### src/rtl/input_cond_pkg.sv
// Shared constants and helpers for the board input conditioner.
package input_cond_pkg;

    // 10 ms at 50 MHz
    localparam int DEBOUNCE_CYCLES_DEFAULT = 500000;

    // Idle (released / off) levels of the raw inputs
    localparam logic KEY_IDLE = 1'b1;
    localparam logic SW_IDLE  = 1'b0;

    // Width of a counter able to hold 0..n
    function automatic int cnt_width(int n);
        return $clog2(n + 1);
    endfunction

endpackage

### src/rtl/debounce_bit.sv
// One input bit: 2-flop synchroniser, debounce counter, clean register and
// registered rise/fall pulses aligned with the clean level change.
module debounce_bit
    import input_cond_pkg::*;
#(
    parameter int   DEBOUNCE_CYCLES = DEBOUNCE_CYCLES_DEFAULT,
    parameter logic RESET_VAL       = 1'b0
) (
    input  logic Clk,
    input  logic Reset,
    input  logic raw,
    output logic clean,
    output logic rise,
    output logic fall
);

    if (DEBOUNCE_CYCLES < 1) begin : g_bad_param
        $error("debounce_bit: DEBOUNCE_CYCLES must be >= 1");
    end

    localparam int             CW       = cnt_width(DEBOUNCE_CYCLES);
    localparam logic [CW-1:0]  CNT_LAST = CW'(DEBOUNCE_CYCLES - 1);

    logic          s1;
    logic          s2;
    logic [CW-1:0] cnt;
    logic [CW-1:0] cnt_next;
    logic          clean_next;
    logic          rise_next;
    logic          fall_next;

    // Next-state: any agreement clears the count; a full stable run commits s2.
    always_comb begin
        cnt_next   = '0;
        clean_next = clean;
        rise_next  = 1'b0;
        fall_next  = 1'b0;
        if (s2 == clean) begin
            cnt_next = '0;
        end else if (cnt == CNT_LAST) begin
            clean_next = s2;
            rise_next  = s2;
            fall_next  = ~s2;
        end else begin
            cnt_next = cnt + 1'b1;
        end
    end

    // State registers with synchronous reset to the idle level.
    always_ff @(posedge Clk) begin
        if (Reset) begin
            s1    <= RESET_VAL;
            s2    <= RESET_VAL;
            clean <= RESET_VAL;
            cnt   <= '0;
            rise  <= 1'b0;
            fall  <= 1'b0;
        end else begin
            s1    <= raw;
            s2    <= s1;
            clean <= clean_next;
            cnt   <= cnt_next;
            rise  <= rise_next;
            fall  <= fall_next;
        end
    end

endmodule

### src/rtl/input_conditioner.sv
// Synchronises and debounces DE10-Lite KEY/SW inputs for the SoC PIOs and
// produces single-cycle press/release/change pulses for fabric logic.
module input_conditioner
    import input_cond_pkg::*;
#(
    parameter int NUM_KEYS        = 2,
    parameter int NUM_SW          = 8,
    parameter int DEBOUNCE_CYCLES = DEBOUNCE_CYCLES_DEFAULT
) (
    input  logic                Clk,
    input  logic                Reset,
    input  logic [NUM_KEYS-1:0] KEY_raw,
    input  logic [NUM_SW-1:0]   SW_raw,
    output logic [NUM_KEYS-1:0] KEY_clean,
    output logic [NUM_SW-1:0]   SW_clean,
    output logic [NUM_KEYS-1:0] key_press,
    output logic [NUM_KEYS-1:0] key_release,
    output logic [NUM_SW-1:0]   sw_change
);

    if (DEBOUNCE_CYCLES < 1) begin : g_bad_param
        $error("input_conditioner: DEBOUNCE_CYCLES must be >= 1");
    end

    logic [NUM_SW-1:0] sw_rise;
    logic [NUM_SW-1:0] sw_fall;

    // Buttons are active-low: a press is a falling clean edge.
    for (genvar i = 0; i < NUM_KEYS; i++) begin : g_key
        debounce_bit #(
            .DEBOUNCE_CYCLES(DEBOUNCE_CYCLES),
            .RESET_VAL      (KEY_IDLE)
        ) u_key (
            .Clk  (Clk),
            .Reset(Reset),
            .raw  (KEY_raw[i]),
            .clean(KEY_clean[i]),
            .rise (key_release[i]),
            .fall (key_press[i])
        );
    end

    for (genvar i = 0; i < NUM_SW; i++) begin : g_sw
        debounce_bit #(
            .DEBOUNCE_CYCLES(DEBOUNCE_CYCLES),
            .RESET_VAL      (SW_IDLE)
        ) u_sw (
            .Clk  (Clk),
            .Reset(Reset),
            .raw  (SW_raw[i]),
            .clean(SW_clean[i]),
            .rise (sw_rise[i]),
            .fall (sw_fall[i])
        );
    end

    // rise and fall are each registered and mutually exclusive per bit
    always_comb begin
        sw_change = sw_rise | sw_fall;
    end

endmodule

### config.mk
export PLATFORM = sky130hd
export DESIGN_NAME = input_conditioner
export DESIGN_NICKNAME = d
export VERILOG_FILES = /design/src/rtl/input_cond_pkg.sv /design/src/rtl/debounce_bit.sv /design/src/rtl/input_conditioner.sv
export SDC_FILE = /design/constraint.sdc
export NUM_CORES = 1
export LEC_CHECK = 0
export CAP_MARGIN = 20
export CORE_MARGIN = 4
export CORE_UTILIZATION = 25
export CTS_CLUSTER_DIAMETER = 150
export DETAILED_ROUTE_END_ITERATION = 8
export GPL_TIMING_DRIVEN = 0
export PLACE_DENSITY = 0.41
export SETUP_SLACK_MARGIN = 0.3
export SYNTH_ARGS = -nofsm -noshare
export SYNTH_HDL_FRONTEND = slang
export SYNTH_HIERARCHICAL = 1
export SYNTH_SLANG_ARGS = --single-unit
export TNS_END_PERCENT = 20
### constraint.sdc
create_clock -name Clk -period 2.3 [get_ports Clk]
set_input_delay 0.575 -clock Clk [delete_from_list [all_inputs] [get_ports Clk]]
set_output_delay 0.575 -clock Clk [all_outputs]
set_load 0.05 [all_outputs]
==> results.yml <==
outcome:
  status: "completed"
place:
  gp_congestion: 0.756
  port-buffer-count: 33
  dp_hpwl_um: 15700
  dp.cells: 1750
route:
  wl_per_cell_um: 12.7
  vias: 8455
  route.detailed.drc: 0
  totalWireLength_um: 23400
  drt_pass1_iterations: 4
  ant_nets: 0
  via_per_inst: 4.58
  drt-initial-drc-count: 314
layout:
  syn2layout_area_growth_pct: 21.9
  final_common_cell: "dfxtp_1"
  final_cells: 1845
  drive_above_1_share_pct: 14.5
  final_cell_mix: "dfxtp_1, nor2_1, xnor2_1"
  insertedDiodeCount: 0
  fin_nets: 1304
critical_path:
  critPathKind: "register to register"
  required_ns: 2.75
  worstPathArrival_ns: 2.49
  worstPathMaxFanout: 10
  rr_worst_depth: 5
  r2r_end: "g_sw[6].u_sw/cnt[10]"
  worstSetupEndpointType: "register"
  startpoint_type: "register"
  crit-reg2reg-launch: "g_sw[6].u_sw/cnt[5]"
  r2r_setup_slack_ns: 0.26
pwr:
  seqPwrFrac_pct: 46.9
  vdd_drop_max_v: 0.000556
  power.density_nw_per_um2: 687
  p_sw_mw: 1.88
  p_int_mw: 7.06
  swShare_pct: 21.0
  combPwrFrac_pct: 1.5
  power_mw: 8.93
  p_clk_share_pct: 51.6
  p_leak_nw: 3.82
logic_synthesis:
  synth_seq_cells: 240
  synth-edff-count: 0
  synth_top_area_cell: "dfxtp_1"
  ys.flop_type: "dfxtp_1"
  synth_nets: 1199
  yosys_warnings: 6
  synth_area_per_cell_um2: 9.06
  yosysUniqueCellTypes: 44
  synth.top_cell.area_share_pct: 45.0
  synthCells: 1177
  ys_seq_area_share_pct: 45.0
  synth_area_leaders: "dfxtp_1, xnor2_1, nor2_1"
  synth_async_sr_flop_share_pct: 0
  syn-cell-area_um2: 10700
sta:
  rsz0062_at_grt: "true"
  finalCritPeriodShare_pct: 88.7
  setup-tns-final_ns: 0
  clock_skew_ns: 0.00737
  setup_viol: 0
  final_max_slew_viol_count: 0
  max-slew-margin-rel_pct: 55.9
  layout_min_cycle_time_ns: 2.04
  hold_viol: 0
  worst_pin_slew_ns: 0.661
  max_freq_mhz: 490
clock_tree:
  htree_levels: 1
  clock_latency_ns: 0.56
  cts.clk_slew.worst_paths_ns: 0.06
  cts_sinks: 240
  cts_root_buffer: "clkbuf_16"
  clk_path_buf_depth: 3
  cts_buffers: 30
  cts_tree: "built"
global_routing:
  grt_pass1_wl_um: 40300
  antenna_found_initial: 0
  track_usage_pct: 10.0
  grt_max_degree: 33
  grt-ovfl-total: 0
  grt_pass1_vias: 8110
die:
  die_w_um: 215
  fp.dieH_um: 215
  core_area_um2: 42000
  rows: 75
  die_area_um2: 46000
  floorplan.initialDensity_pct: 25.4
  boundaryPins: 34
min_path:
  holdCritStartpoint: "g_key[0].u_key/s1"
  hold_path_class: "register to register"
  whs_path_depth: 1
  whs_endpoint: "g_key[0].u_key/s2"
job:
  maxCapViolations: 0
-- logic make-up (layout without fill, tap and decap cells) --
group	after synthesis	after routing	synth area share [%]
and+or+nand+nor	639	639	34.0
DFF	240	240	45.0
xor gates and xnor gates	138	138	11.3
AOI/OAI and AO/OA	102	102	5.82
buffers and inverters	48	177	2.59
adders and majority gates	10	10	1.17
-- worst max-delay path by stage --
stage,from,end,slack (ns),depth (start not counted)
2_1_floorplan,g_sw[0].u_sw/cnt[14],g_sw[0].u_sw/cnt[10],0.40,5
3_3_place_gp,Reset,g_sw[6].u_sw/cnt[10],-1.80,5
3_5_place_dp,Reset,g_sw[7].u_sw/cnt[9],0.14,6
4_1_cts,g_sw[1].u_sw/rise,sw_change[1],0.08,2
5_1_grt,g_sw[0].u_sw/cnt[14],g_sw[0].u_sw/cnt[14],0.17,5
6_report,g_sw[6].u_sw/cnt[5],g_sw[6].u_sw/cnt[10],0.26,5
-- stage by stage --
stage               hold WS [ns]  worst slack, ns  utilization, %  area (µm²)
floorplan                  0.389            0.397               -       10700
global placement           0.393            -1.80            27.8       11700
detailed placement         0.398            0.136            27.8       11700
CTS                        0.404           0.0796            30.1       12600
global route               0.418            0.172            30.9       13000
finish                     0.405            0.259            30.9       13000
-- state kept, by name, indices dropped and copies added (netlist names) --
signal,cells
g_sw.u_sw/s1,8
g_sw.u_sw/s2,8
g_sw.u_sw/fall,8
g_sw.u_sw/rise,8
g_key.u_key/cnt,38
g_sw.u_sw/clean,8
g_key.u_key/clean,2
g_sw.u_sw/cnt,152
g_key.u_key/rise,2
g_key.u_key/s1,2
g_key.u_key/fall,2
g_key.u_key/s2,2
-- synth_stat cells, drive strengths merged, types with 9 or more instances --
master and count:
dfxtp 240, nand2b 18, ha 10, nand2 61
or2 21, nor3 52, nor4b 9, and2 9
nor2 158, or3 28, nand4bb 10, a21oi 50
nand4 58, inv 30, xnor2 107, and3 13
or4 36, nand3 71, xor2 31, nor4 48
and4 20, nor2b 16, buf 14, or3b 9
o21ai 44
-- per-layer routing --
layer,vias to the layer above,global-route usage [%],wire [µm]
li1,4441,-,-
met3,45,2.22,857
met4,0,3.00,593
met5,-,0,0
met2,84,15.9,10100
met1,3885,13.6,11900
-- critical path: stages, from the launching register on --
cell	delay (ns)
dfxtp_1	0.37
or3b_2	0.50
or4_4	0.57
o21ai_4	0.26
buf_8	0.18
nor2_1	0.05
-- power by group through the flow --
stage                     combinational [mW]  clock (mW)  sequential (mW)
after global routing                   0.148        4.97             4.19
after CTS                              0.120        4.84             4.19
after global placement                 0.118           0             4.28
after floorplan                       0.0586           0             4.28
after detailed placement               0.119           0             4.28
final                                  0.133        4.61             4.19
-- layout make-up --
cell class,count,area (µm²)
multi-input combinational,889,5610
fill,4436,29000
tap,539,674
inverter,30,113
sequential,240,4830
timing repair buffer,73,626
clock buffer,53,968
buffer,18,168
clock inverter,3,17.5
-- what timing repair did --
action,CTS,global route
hold buffers,0,0
pin swaps,0,18
buffers inserted,0,36
setup endpoints to repair,108,142
gates resized for setup,75,34
gates cloned,0,3
Power figures use the tool's default switching activity.
